### src/rtl/dispatch_pkg.sv
// Shared types and default sizing for the rename-to-backend dispatch controller.
// Optional perf counters in dispatch_ctrl are enabled by DISPATCH_CTRL_PERF_EN.
package dispatch_pkg;

  localparam int unsigned ROB_DEPTH  = 64;
  localparam int unsigned IDX_W      = 6;
  localparam int unsigned ISQ_DEPTH  = 8;
  localparam int unsigned ISQ_CW     = 4;
  localparam int unsigned FLUSH_HOLD = 2;

  typedef enum logic [0:0] {
    RUN  = 1'b0,
    HOLD = 1'b1
  } disp_state_e;

  typedef logic [IDX_W:0] robid_t;

  function automatic logic [1:0] fire_sum(input logic a, input logic b);
    return {1'b0, a} + {1'b0, b};
  endfunction

endpackage

### src/rtl/disp_credit_cnt.sv
// Free-entry credit counter: adds returned credits, subtracts consumed ones, reloads on flush.
module disp_credit_cnt #(
  parameter int unsigned DEPTH = 8,
  parameter int unsigned W     = 4
) (
  input  logic         clock,
  input  logic         reset,
  input  logic [1:0]   inc,
  input  logic [1:0]   dec,
  input  logic         load,
  input  logic [W-1:0] load_val,
  output logic [W-1:0] count
);

  // One extra bit so an underflow shows up as a value above DEPTH.
  logic [W:0] next_ext;

  always_comb begin
    next_ext = {1'b0, count} + (W+1)'(inc) - (W+1)'(dec);
  end

  always_ff @(posedge clock or posedge reset) begin
    if (reset) begin
      count <= W'(DEPTH);
    end else if (load) begin
      assert ({1'b0, load_val} <= (W+1)'(DEPTH));
      count <= load_val;
    end else begin
      assert (next_ext <= (W+1)'(DEPTH));
      count <= next_ext[W-1:0];
    end
  end

endmodule

### src/rtl/dispatch_ctrl.sv
// Credit-based dispatch scheduler with ROB id allocation and flush recovery FSM.
// Define DISPATCH_CTRL_PERF_EN to add stall/flush performance counters.
module dispatch_ctrl
  import dispatch_pkg::*;
#(
  parameter int unsigned ROB_DEPTH  = dispatch_pkg::ROB_DEPTH,
  parameter int unsigned IDX_W      = dispatch_pkg::IDX_W,
  parameter int unsigned ISQ_DEPTH  = dispatch_pkg::ISQ_DEPTH,
  parameter int unsigned ISQ_CW     = dispatch_pkg::ISQ_CW,
  parameter int unsigned FLUSH_HOLD = dispatch_pkg::FLUSH_HOLD
) (
  input  logic              clock,
  input  logic              reset,
  input  logic              instr0_valid,
  input  logic              instr1_valid,
  output logic              disp2rn_instr0_ready,
  output logic              disp2rn_instr1_ready,
  output logic              instr0_fire,
  output logic              instr1_fire,
  output logic [IDX_W:0]    instr0_robid,
  output logic [IDX_W:0]    instr1_robid,
  input  logic [1:0]        rob2disp_commit_cnt,
  input  logic [1:0]        isq2disp_issue_cnt,
  input  logic [IDX_W:0]    rob2disp_deq_ptr,
  input  logic              flush_valid,
  input  logic [IDX_W:0]    flush_robid,
`ifdef DISPATCH_CTRL_PERF_EN
  output logic [31:0]       perf_rob_stall,
  output logic [31:0]       perf_isq_stall,
  output logic [31:0]       perf_flush_cyc,
`endif
  output logic [IDX_W:0]    rob_free,
  output logic [ISQ_CW-1:0] isq_free
);

  localparam int unsigned RW     = IDX_W + 1;
  localparam int unsigned HOLD_W = (FLUSH_HOLD > 1) ? $clog2(FLUSH_HOLD) : 1;

  disp_state_e       state, state_nxt;
  logic [HOLD_W-1:0] hold_cnt, hold_cnt_nxt;
  logic [RW-1:0]     enq_ptr;
  logic [1:0]        fires;
  logic [RW-1:0]     rob_load;
  logic              in_run;

  // Readiness looks only at registered credits, so same-cycle returns are never reused.
  always_comb begin
    in_run               = (state == RUN);
    disp2rn_instr0_ready = !reset && in_run && !flush_valid &&
                           (rob_free != '0) && (isq_free != '0);
    disp2rn_instr1_ready = disp2rn_instr0_ready && instr0_valid &&
                           (rob_free >= RW'(2)) && (isq_free >= ISQ_CW'(2));
    instr0_fire          = instr0_valid && disp2rn_instr0_ready;
    instr1_fire          = instr1_valid && disp2rn_instr1_ready;
    fires                = fire_sum(instr0_fire, instr1_fire);
    instr0_robid         = enq_ptr;
    instr1_robid         = enq_ptr + RW'(1);
    rob_load             = RW'(ROB_DEPTH) - (flush_robid - rob2disp_deq_ptr);
  end

  disp_credit_cnt #(.DEPTH(ROB_DEPTH), .W(RW)) u_rob_credit (
    .clock    (clock),
    .reset    (reset),
    .inc      (rob2disp_commit_cnt),
    .dec      (fires),
    .load     (flush_valid),
    .load_val (rob_load),
    .count    (rob_free)
  );

  disp_credit_cnt #(.DEPTH(ISQ_DEPTH), .W(ISQ_CW)) u_isq_credit (
    .clock    (clock),
    .reset    (reset),
    .inc      (isq2disp_issue_cnt),
    .dec      (fires),
    .load     (flush_valid),
    .load_val (ISQ_CW'(ISQ_DEPTH)),
    .count    (isq_free)
  );

  // Enqueue pointer; the MSB is the wrap bit and flips naturally on index wrap.
  always_ff @(posedge clock or posedge reset) begin
    if (reset) begin
      enq_ptr <= '0;
    end else if (flush_valid) begin
      enq_ptr <= flush_robid;
    end else begin
      enq_ptr <= enq_ptr + RW'(fires);
    end
  end

  always_ff @(posedge clock or posedge reset) begin
    if (reset) begin
      state    <= RUN;
      hold_cnt <= '0;
    end else begin
      state    <= state_nxt;
      hold_cnt <= hold_cnt_nxt;
    end
  end

  // Recovery FSM: any flush (re)starts the hold window.
  always_comb begin
    state_nxt    = state;
    hold_cnt_nxt = hold_cnt;
    case (state)
      RUN: begin
        if (flush_valid) begin
          state_nxt    = HOLD;
          hold_cnt_nxt = HOLD_W'(FLUSH_HOLD - 1);
        end
      end
      HOLD: begin
        if (flush_valid) begin
          hold_cnt_nxt = HOLD_W'(FLUSH_HOLD - 1);
        end else if (hold_cnt == '0) begin
          state_nxt = RUN;
        end else begin
          hold_cnt_nxt = hold_cnt - HOLD_W'(1);
        end
      end
      default: begin
        state_nxt    = RUN;
        hold_cnt_nxt = '0;
      end
    endcase
  end

`ifdef DISPATCH_CTRL_PERF_EN
  always_ff @(posedge clock or posedge reset) begin
    if (reset) begin
      perf_rob_stall <= '0;
      perf_isq_stall <= '0;
      perf_flush_cyc <= '0;
    end else begin
      if (instr0_valid && in_run && (rob_free == '0))
        perf_rob_stall <= perf_rob_stall + 32'd1;
      if (instr0_valid && in_run && (rob_free != '0) && (isq_free == '0))
        perf_isq_stall <= perf_isq_stall + 32'd1;
      if (!in_run)
        perf_flush_cyc <= perf_flush_cyc + 32'd1;
    end
  end
`endif

endmodule

### config.mk
export PLATFORM = sky130hd
export DESIGN_NAME = dispatch_ctrl
export DESIGN_NICKNAME = d
export VERILOG_FILES = /design/src/rtl/dispatch_pkg.sv /design/src/rtl/disp_credit_cnt.sv /design/src/rtl/dispatch_ctrl.sv
export SDC_FILE = /design/constraint.sdc
export NUM_CORES = 1
export LEC_CHECK = 0
export CAP_MARGIN = 10
export CORE_MARGIN = 10
export CORE_UTILIZATION = 45
export DETAILED_ROUTE_END_ITERATION = 8
export PLACE_DENSITY = 0.81
export SLEW_MARGIN = 20
export SYNTH_ARGS = -nofsm -noshare
export SYNTH_HDL_FRONTEND = slang
export SYNTH_SLANG_ARGS = --single-unit
### constraint.sdc
create_clock -name clock -period 7.14 [get_ports clock]
set_input_delay 1.428 -clock clock [delete_from_list [all_inputs] [get_ports clock]]
set_output_delay 1.428 -clock clock [all_outputs]
set_load 0.05 [all_outputs]
[Yosys cells after proc, flatten, opt, wreduce, memory -nomap -nowiden]
Cells that the tools add are included.
Storage, ports and cells
  output and inout port bits: 29
  word-level logic and storage cells: 42
  input port bits: 23
  flip-flop bits (word level): 20
Operators by class
  reduce and logical (&&, ||, !) cells: 12
  muxes and demuxes: 11
  magnitude comparators: 2
  bitwise logic cells: 1
  add/sub/neg operators: 10
  eq/ne operators: 1
Operators with widths (count)
  7-bit by 2-bit adder with 7-bit output: 2
  7-bit two-way mux: 2
  1-bit logical AND: 8
  7-bit by 1-bit adder with 7-bit output, second input constant: 1
  7-bit by 2-bit greater-or-equal comparator with 1-bit output, second input constant: 1
  7-bit nonzero test: 1
  7-bit by 2-bit subtractor with 7-bit output: 1
  7-bit subtractor: 1
  7-bit subtractor, first input constant: 1
  1-bit two-way mux: 6
  4-bit by 2-bit adder with 4-bit output: 1
  4-bit by 2-bit greater-or-equal comparator with 1-bit output, second input constant: 1
  4-bit two-way mux: 1
  1-bit one-hot mux with 2 select lines: 2
  4-bit nonzero test: 1
  4-bit by 2-bit subtractor with 4-bit output: 1
  1-bit by 1-bit adder with 2-bit output: 1
  1-bit zero test: 2
  2-bit inequality test, second input constant: 1
  1-bit NOT: 1
  1-bit subtractor, second input constant: 1

[Longest topological paths before layout]
Gate-level depths: netlist (run 1).
  depth after elaboration: 12
  depth in mapped cells: 15
  mapped depth without buffers: 15

[By module]
Synthesis (run 1) repeated with hierarchy kept, for this count alone.
Unflattened totals
  cells, all modules: 197
  area total of the unflattened synthesis: 1810.5 um^2
By module, submodules not included
  dispatch_ctrl: cells an instance 103, area each 928.4 um^2, sequential area each 225.2 um^2, instances 1
  disp_credit_cnt (u_rob_credit): cells an instance 61, area each 563.0 um^2, sequential area each 176.4 um^2, instances 1
  disp_credit_cnt (u_isq_credit): cells an instance 33, area each 319.1 um^2, sequential area each 101.3 um^2, instances 1

[Worst setup path after synthesis (run 1)]
OpenSTA, ideal clock, no wires.
  path type: input to register
  from: input port reset
  to: register u_rob_credit.count[4]
  stages on the path: 13
  setup time: 130 ps
  path buffers: 0
  required time: 7010 ps
  slack: 1948 ps
  data arrival time: 5061 ps
  cell sequence: nor3_1 > o221a_2 > o2111a_1 > and2_1 > ha_1 > ha_1 > inv_1 > ha_1 > fa_1 > and3b_1 > or3_1 > xor2_1 > o22ai_2
Between the ends
  cells in the longest elaborated chain, start to end: 12
Ends and longest elaborated chain
  start, declared: line dispatch_ctrl.sv:13  | input logic reset,
  1-bit zero test (no source line)
  1-bit logical AND (3 in a row): line dispatch_ctrl.sv:49  | disp2rn_instr0_ready = !reset && in_run && !flush_valid &&
  1-bit logical AND: line dispatch_ctrl.sv:50  | (rob_free != '0) && (isq_free != '0);
  via disp2rn_instr0_ready: line dispatch_ctrl.sv:16  | output logic disp2rn_instr0_ready,
  1-bit logical AND (2 in a row): line dispatch_ctrl.sv:51  | disp2rn_instr1_ready = disp2rn_instr0_ready && instr0_valid &&
  1-bit logical AND: line dispatch_ctrl.sv:52  | (rob_free >= RW'(2)) && (isq_free >= ISQ_CW'(2));
  via disp2rn_instr1_ready: line dispatch_ctrl.sv:17  | output logic disp2rn_instr1_ready,
  1-bit logical AND: line dispatch_ctrl.sv:54  | instr1_fire = instr1_valid && disp2rn_instr1_ready;
  via instr1_fire: line dispatch_ctrl.sv:19  | output logic instr1_fire,
  1-bit by 1-bit adder with 2-bit output: line dispatch_pkg.sv:19  | return {1'b0, a} + {1'b0, b};
  7-bit by 2-bit subtractor with 7-bit output: line disp_credit_cnt.sv:19  | next_ext = {1'b0, count} + (W+1)'(inc) - (W+1)'(dec);
  7-bit two-way mux: line disp_credit_cnt.sv:25  | end else if (load) begin
  end signal, assigned: line disp_credit_cnt.sv:24  | count <= W'(DEPTH);
  end signal, assigned: line disp_credit_cnt.sv:27  | count <= load_val;
  end signal, assigned: line disp_credit_cnt.sv:30  | count <= next_ext[W-1:0];
  end, declared: line disp_credit_cnt.sv:12  | output logic [W-1:0] count
The timed path passes the listed nets, and every way through them passes these cells.
A chain may end at the register's enable or synchronous reset.

[Final worst setup path (run 1)]
  from: input port flush_valid
  to: output port instr1_fire
Between the ends
  cells in the longest elaborated chain, start to end: 8
Ends and longest elaborated chain
  start, declared: line dispatch_ctrl.sv:25  | input logic flush_valid,
  1-bit zero test: line dispatch_ctrl.sv:49
  1-bit logical AND (2 in a row): line dispatch_ctrl.sv:49
  1-bit logical AND: line dispatch_ctrl.sv:50
  1-bit logical AND (2 in a row): line dispatch_ctrl.sv:51
  1-bit logical AND: line dispatch_ctrl.sv:52
  1-bit logical AND: line dispatch_ctrl.sv:54
  end, declared: line dispatch_ctrl.sv:19
Every way passes these cells.

==> out/metrics.yaml, run 1 <==
status: "finished clean"
place_ws_ps: 2100
slowest_stage: "clkdlybuf4s50_1"
design.portCount: 52
postCtsSetupBuffers: 0
ys_ff_latch: 20
drt-pass1-iter-count: 4
max_stage_delay_ps: 810
worstPathCellList: "clkdlybuf4s50_1 -> buf_4 -> nor3_1 -> o221a_2 -> o2111a_1 -> and2_1 -> clkdlybuf4s50_1"
finalWorstSetupSlack_ps: 2090
cp.required_ps: 5710
initial_core_util: 0.466
core_um2: 4030
p_sw_frac: 0.489
crit_fanout: 32
cts.clk_slew.worst_paths_ps: 80
grt_use_total: 0.127
port-buffer-count: 51
synthArstFlopShare: 1.00
pwr-share-clk: 0.105
fmax_ghz: 0.198
clock_sinks: 20
fill_cells: 340
viasPerCell: 4.99
vdd_drop_max_v: 0.000170
synthesis.area_um2: 1880
tightestPinTransition_ps: 812
drt-initial-drc-count: 76
crit_buf_inv: 3
drive_above_1_share: 0.0480
worst_r2r_path_depth: 14
synth-seq-area-share: 0.268
antenna_found_initial: 0
worst_setup_path_end_kind: "output port"
design_area_um2: 2500
p_int_mw: 0.432
r2r_slack_ps: 3370
grt_max_degree: 33
slew_headroom: 0.458
stdcell_count: 300
maxCapViolCount: 0
multi_input_area_um2: 1220
grt_pass1_wl_um: 7730
rsz0062_at_grt: "false"
ctsResizeCount: 0
pwr-share-comb: 0.684
startpoint_type: "primary input"
p_sw_mw: 0.414
cts_buffer_depth: 2
num_rows: 23
syn2layout_area_growth_pct: 32.9
cts_root_buf: "clkbuf_8"
cts_buffers: 3
synthFlopType: "dfrtp_1"
dpl_cell_area_um2: 2440
wl_um: 4480
post-place-cells: 296
overflow: 0
nets: 313
clock_latency_ps: 260
cts_hold_buf: 0
syn-instance-count: 198
fin_setup_tns_ps: 0
critPathTopFamily: "buffers and inverters"
register_area_um2: 503
hp-class: "reg2reg"
cp_num_cells: 7
ys_types: 39
finalPower_mw: 0.846
pwr-share-seq: 0.212
cts_tree: "done"
synth_commonest_cells: "inv_1 (37), ha_1 (33), dfrtp_1 (18), o21ai_0 (12), xnor2_1 (11)"
synth-edff-count: 0
p_leak_nw: 1.20
cp_common_cell: "clkdlybuf4s50_1"
layout_min_cycle_time_ps: 5050
drt_drc_violations_left: 0
gp_congestion: 0.867
yosys_warnings: 0
whs_ps: 490
num_vias: 1496
critical_path_class: "in2out"
cellPowerDensity_nw_per_um2: 339
synth_most_common_cell: "inv_1"
fin_crit_sh: 0.708
finClkSkew_ps: 8.19
syn_nets: 260
grt_pass1_vias: 1645
place_hpwl_um: 3670
wire_per_inst_um: 14.9
die_area_um2: 7160
slew_viol_final: 0
syn_avg_cell_area_um2: 9.49
synth_top_area_frac: 0.240
synth_top_cell_by_area: "dfrtp_1"
synthTopCellsByArea: "dfrtp_1 (24%), ha_1 (22%), inv_1 (7.4%)"
finalSetupViolations: 0
antenna_cells: 0
utilization: 0.620
die_x_um: 84.6
die_h_um: 84.6
holdPathStages: 1
ant_nets: 0
arrival_ps: 3620
finalHoldViolCount: 0
htreeDepth: 1
path summary, 6_finish.rpt:
kind                                               to                   from
worst min-delay path                            state               hold_cnt
worst max register to register  u_rob_credit.count[4]  u_rob_credit.count[4]
min in group asynchronous       u_rob_credit.count[1]                  reset
worst max-delay path                      instr1_fire            flush_valid
worst min register to register                  state               hold_cnt
max in group asynchronous             instr0_robid[0]                  reset
registers in the layout (all words and copies together) (netlist names):
signal	cells
instr0_robid	7
hold_cnt	1
state	1
u_isq_credit.count	4
u_rob_credit.count	7
layer usage:
layer | track usage | up-vias | part of all wire
met2 | 0.231 | 34 | 0.51
met3 | 0.0242 | 2 | 0.042
li1 | - | 760 | -
met1 | 0.149 | 700 | 0.45
met5 | 0 | - | 0
met4 | 0.0240 | 0 | 0.0031
power by group through the flow:
| stage | sequential [mW] | combinational, mW | clock [mW] |
|---|---|---|---|
| 2_1_floorplan | 0.282 | 0.313 | 0 |
| 3_3_place_gp | 0.181 | 0.564 | 0 |
| 3_5_place_dp | 0.181 | 0.575 | 0 |
| 4_1_cts | 0.179 | 0.583 | 0.0908 |
| 5_1_grt | 0.184 | 0.629 | 0.0953 |
| 6_report | 0.179 | 0.578 | 0.0886 |
worst reg2reg max path, delay by kind of cell (launching register included):
family                     cells  cell delay [ps]
DFF                            1              410
xor gates and xnor gates       1              190
AOI/OAI and AO/OA              3              540
adders and majority gates      4             1420
and+or+nand+nor                4              860
buffers and inverters          2              220
cell type report:
| type | count | area share |
|---|---|---|
| Clock buffer | 4 | 0.0221 |
| Inverter | 37 | 0.0556 |
| Multi-Input combinational cell | 137 | 0.488 |
| Sequential cell | 20 | 0.202 |
| Tap cell | 50 | 0.0251 |
| Timing Repair Buffer | 52 | 0.208 |
cells by family (layout without fill, tap and decap cells):
logic type / count (synthesis) / count (layout) / synth area share
AND/OR/NAND/NOR: 41 / 41 / 0.121
buffers and inverters: 41 / 93 / 0.0833
adder cells (fa/ha/maj): 39 / 39 / 0.284
AO/OA/AOI/OAI: 33 / 33 / 0.121
flip-flops: 20 / 20 / 0.268
XOR/XNOR: 19 / 19 / 0.0959
multiplexers: 5 / 5 / 0.0280
cell usage in the layout (no fill, tap or decap), types with 2 or more instances in the layout:
master | Yosys | routed
nor2_1 | 6 | 6
mux2i_1 | 3 | 3
xor2_1 | 7 | 7
xnor2_1 | 11 | 11
clkdlybuf4s50_1 | 0 | 51
nand4b_1 | 2 | 2
o21ai_0 | 12 | 12
dfstp_2 | 2 | 2
nand2b_1 | 2 | 2
a21oi_1 | 5 | 5
nand2_1 | 9 | 9
nand3_1 | 5 | 5
nor2b_1 | 6 | 6
nor3b_1 | 2 | 2
fa_1 | 6 | 6
ha_1 | 33 | 33
inv_1 | 37 | 37
dfrtp_1 | 18 | 18
mux2_2 | 2 | 2
a21o_1 | 6 | 6
a211oi_1 | 2 | 2
clkbuf_8 | 0 | 4
and2_1 | 2 | 2
nor3_1 | 2 | 2
Note: power is estimated with default switching activity, not from simulation.
==> run 2, diff against run 1 <==
--- a/config.mk
+++ b/config.mk
@@ -7,9 +7,9 @@
 export LEC_CHECK = 0
 export CAP_MARGIN = 10
 export CORE_MARGIN = 10
-export CORE_UTILIZATION = 45
+export CORE_UTILIZATION = 44
 export DETAILED_ROUTE_END_ITERATION = 8
-export PLACE_DENSITY = 0.81
+export PLACE_DENSITY = 0.82
 export SLEW_MARGIN = 20
 export SYNTH_ARGS = -nofsm -noshare
 export SYNTH_HDL_FRONTEND = slang
==> constraint.sdc (replaced) <==
create_clock -name clock -period 4.3 [get_ports clock]
set_input_delay 0.86 -clock clock [delete_from_list [all_inputs] [get_ports clock]]
set_output_delay 0.86 -clock clock [all_outputs]
set_load 0.05 [all_outputs]
==> run 2 against run 1 <==
Combinational power rose by 65%. Sequential cell count did not move. Global-route usage decreased by 0.13 points. Wire length shrank 2.8%. Critical endpoint is now u_rob_credit.count[4].
==> out/metrics.yaml, run 2 (synthesized netlist as in run 1, its figures left out) <==
ant_nets: 0  # unchanged
design.portCount: 52  # unchanged
num_rows: 23  # unchanged
critPathTopFamily: "adder cells"  # was buffers and inverters
dpl_cell_area_um2: 2490  # was 2440 um2
drt_drc_violations_left: 0  # unchanged
cp_common_cell: "ha_1"  # was clkdlybuf4s50_1
antenna_found_initial: 0  # unchanged
finalSetupViolations: 0  # unchanged
slew_headroom: 0.487  # was 0.458
overflow: 0  # unchanged
die_area_um2: 7280  # was 7160 um2
gp_congestion: 0.846  # was 0.867
worstHoldStart: "hold_cnt"  # unchanged
maxCapViolCount: 0  # unchanged
wire_per_inst_um: 14.4  # was 14.9 um
viasPerCell: 4.97  # was 4.99
cts_hold_buf: 0  # unchanged
ctsResizeCount: 0  # unchanged
worstPathCellList: "clkdlybuf4s50_1 -> nor3_1 -> o221a_2 -> o2111a_2 -> and2_4 -> ha_1 -> ha_1 -> inv_1 -> ha_1 -> fa_1 -> and3b_1 -> or3_1 -> xor2_1 -> o22ai_2"  # was clkdlybuf4s50_1 -> buf_4 -> nor3_1 -> o221a_2 -> o2111a_1 -> and2_1 -> clkdlybuf4s50_1
finClkSkew_ps: 3.70  # was 8.19 ps
postCtsSetupBuffers: 0  # unchanged
critical_path_class: "in2reg"  # was in2out
design_area_um2: 2560  # was 2500 um2
arrival_ps: 4130  # was 3620 ps
worst_r2r_path_depth: 14  # unchanged
die_x_um: 85.3  # was 84.6 um
nets: 315  # was 313
htreeDepth: 1  # unchanged
hold-path-endpoint: "state"  # unchanged
slew_viol_final: 0  # unchanged
p_leak_nw: 1.23  # was 1.20 nW
cts_buffers: 3  # unchanged
crit_buf_inv: 2  # was 3
fmax_ghz: 0.250
die_h_um: 85.3  # was 84.6 um
grt_max_degree: 32  # was 33
drt-pass1-iter-count: 4  # unchanged
cts_root_buf: "clkbuf_8"  # unchanged
port-buffer-count: 51  # unchanged
wl_um: 4350  # was 4480 um
max_stage_delay_ps: 420  # was 810 ps
syn2layout_area_growth_pct: 36.5  # was 32.9%
rsz0062_at_grt: "false"  # unchanged
r2r_end: "u_rob_credit.count[4]"  # unchanged
place_hpwl_um: 3710  # was 3670 um
fin_crit_sh: 0.929
cellPowerDensity_nw_per_um2: 564  # was 339 nW/um2
cts_buffer_depth: 2  # unchanged
crit_fanout: 3  # was 32
grt_pass1_wl_um: 7630  # was 7730 um
r2r_slack_ps: 610  # was 3370 ps
holdPathStages: 1  # unchanged
grt_use_total: 0.125  # was 0.127
layout_min_cycle_time_ps: 4000
antenna_cells: 0  # unchanged
initial_core_util: 0.463  # was 0.466
fin_setup_tns_ps: 0  # unchanged
drive_above_1_share: 0.0952  # was 0.0480
r2r_start: "u_rob_credit.count[4]"  # unchanged
grt_pass1_vias: 1613  # was 1645
hp-class: "reg2reg"  # unchanged
cp.required_ps: 4430  # was 5710 ps
clock_sinks: 20  # unchanged
startpoint_type: "primary input"  # unchanged
core_um2: 4060  # was 4030 um2
num_vias: 1502  # was 1496
cts_tree: "done"  # unchanged
vdd_drop_max_v: 0.000283  # was 0.000170 V
status: "finished clean"  # unchanged
tightestPinTransition_ps: 769  # was 812 ps
slowest_stage: "clkdlybuf4s50_1"  # unchanged
final_common_cell: "clkdlybuf4s50_1"  # unchanged
mostFrequentLayoutCells: "clkdlybuf4s50_1 (47), inv_1 (37), ha_1 (33)"  # was clkdlybuf4s50_1 (51), inv_1 (37), ha_1 (33)
drt-initial-drc-count: 54  # was 76
cts.clk_slew.worst_paths_ps: 80  # about the same
clock_latency_ps: 260  # about the same
finalHoldViolCount: 0  # unchanged
worst_setup_path_end_kind: "flip-flop"  # was output port
==> run 2: changes by cell type in the layout (fill, tap and decap cells not counted), sizes merged <==
| cell | delta |
|---|---|
| clkbuf | -1 |
| clkdlybuf4s50 | -4 |
| bufinv | +1 |
| buf | +6 |
==> run 2: layer usage <==
layer / vias to the layer above / global-route usage / part of all wire
met5: - / 0 / 0
met4: 0 / 0.0254 / 0.0069
met3: 4 / 0.0402 / 0.063
met2: 32 / 0.223 / 0.49
met1: 704 / 0.142 / 0.44
li1: 762 / - / -
==> run 2: worst max path at each step <==
stage          startpoint               endpoint  slack, ps  cells past startpoint
6_report            reset  u_rob_credit.count[4]        300                     14
3_3_place_gp        reset  u_rob_credit.count[4]        130                     14
4_1_cts             reset  u_rob_credit.count[4]        280                     14
5_1_grt             reset  u_rob_credit.count[4]         80                     14
3_5_place_dp        reset  u_rob_credit.count[4]          5                     14
2_1_floorplan       reset  u_rob_credit.count[4]        100                     13
==> run 2: area by class of cell <==
cell class	count	area, um2
Clock buffer	3	41.3
Clock inverter	1	30.0
Fill cell	322	1490
Inverter	37	139
Multi-Input combinational cell	137	1220
Sequential cell	20	508
Tap cell	50	62.6
Timing Repair Buffer	54	561
==> run 2: where the power goes <==
part / internal, mW / switching [mW]
clock: 0.124 / 0.0654
combinational: 0.390 / 0.562
sequential: 0.252 / 0.0522
==> run 2: through the flow <==
stage / util / hold WS, ps / setup WS (ps) / std cells / total power [mW]
2_1_floorplan: - / 454 / 96.4 / 198 / 0.992
3_3_place_gp: 0.614 / 460 / 127 / 298 / 1.24
3_5_place_dp: 0.614 / 496 / 5.09 / 298 / 1.27
4_1_cts: 0.632 / 515 / 277 / 302 / 1.46
5_1_grt: 0.632 / 527 / 81.9 / 302 / 1.57
6_report: 0.632 / 507 / 305 / 302 / 1.44
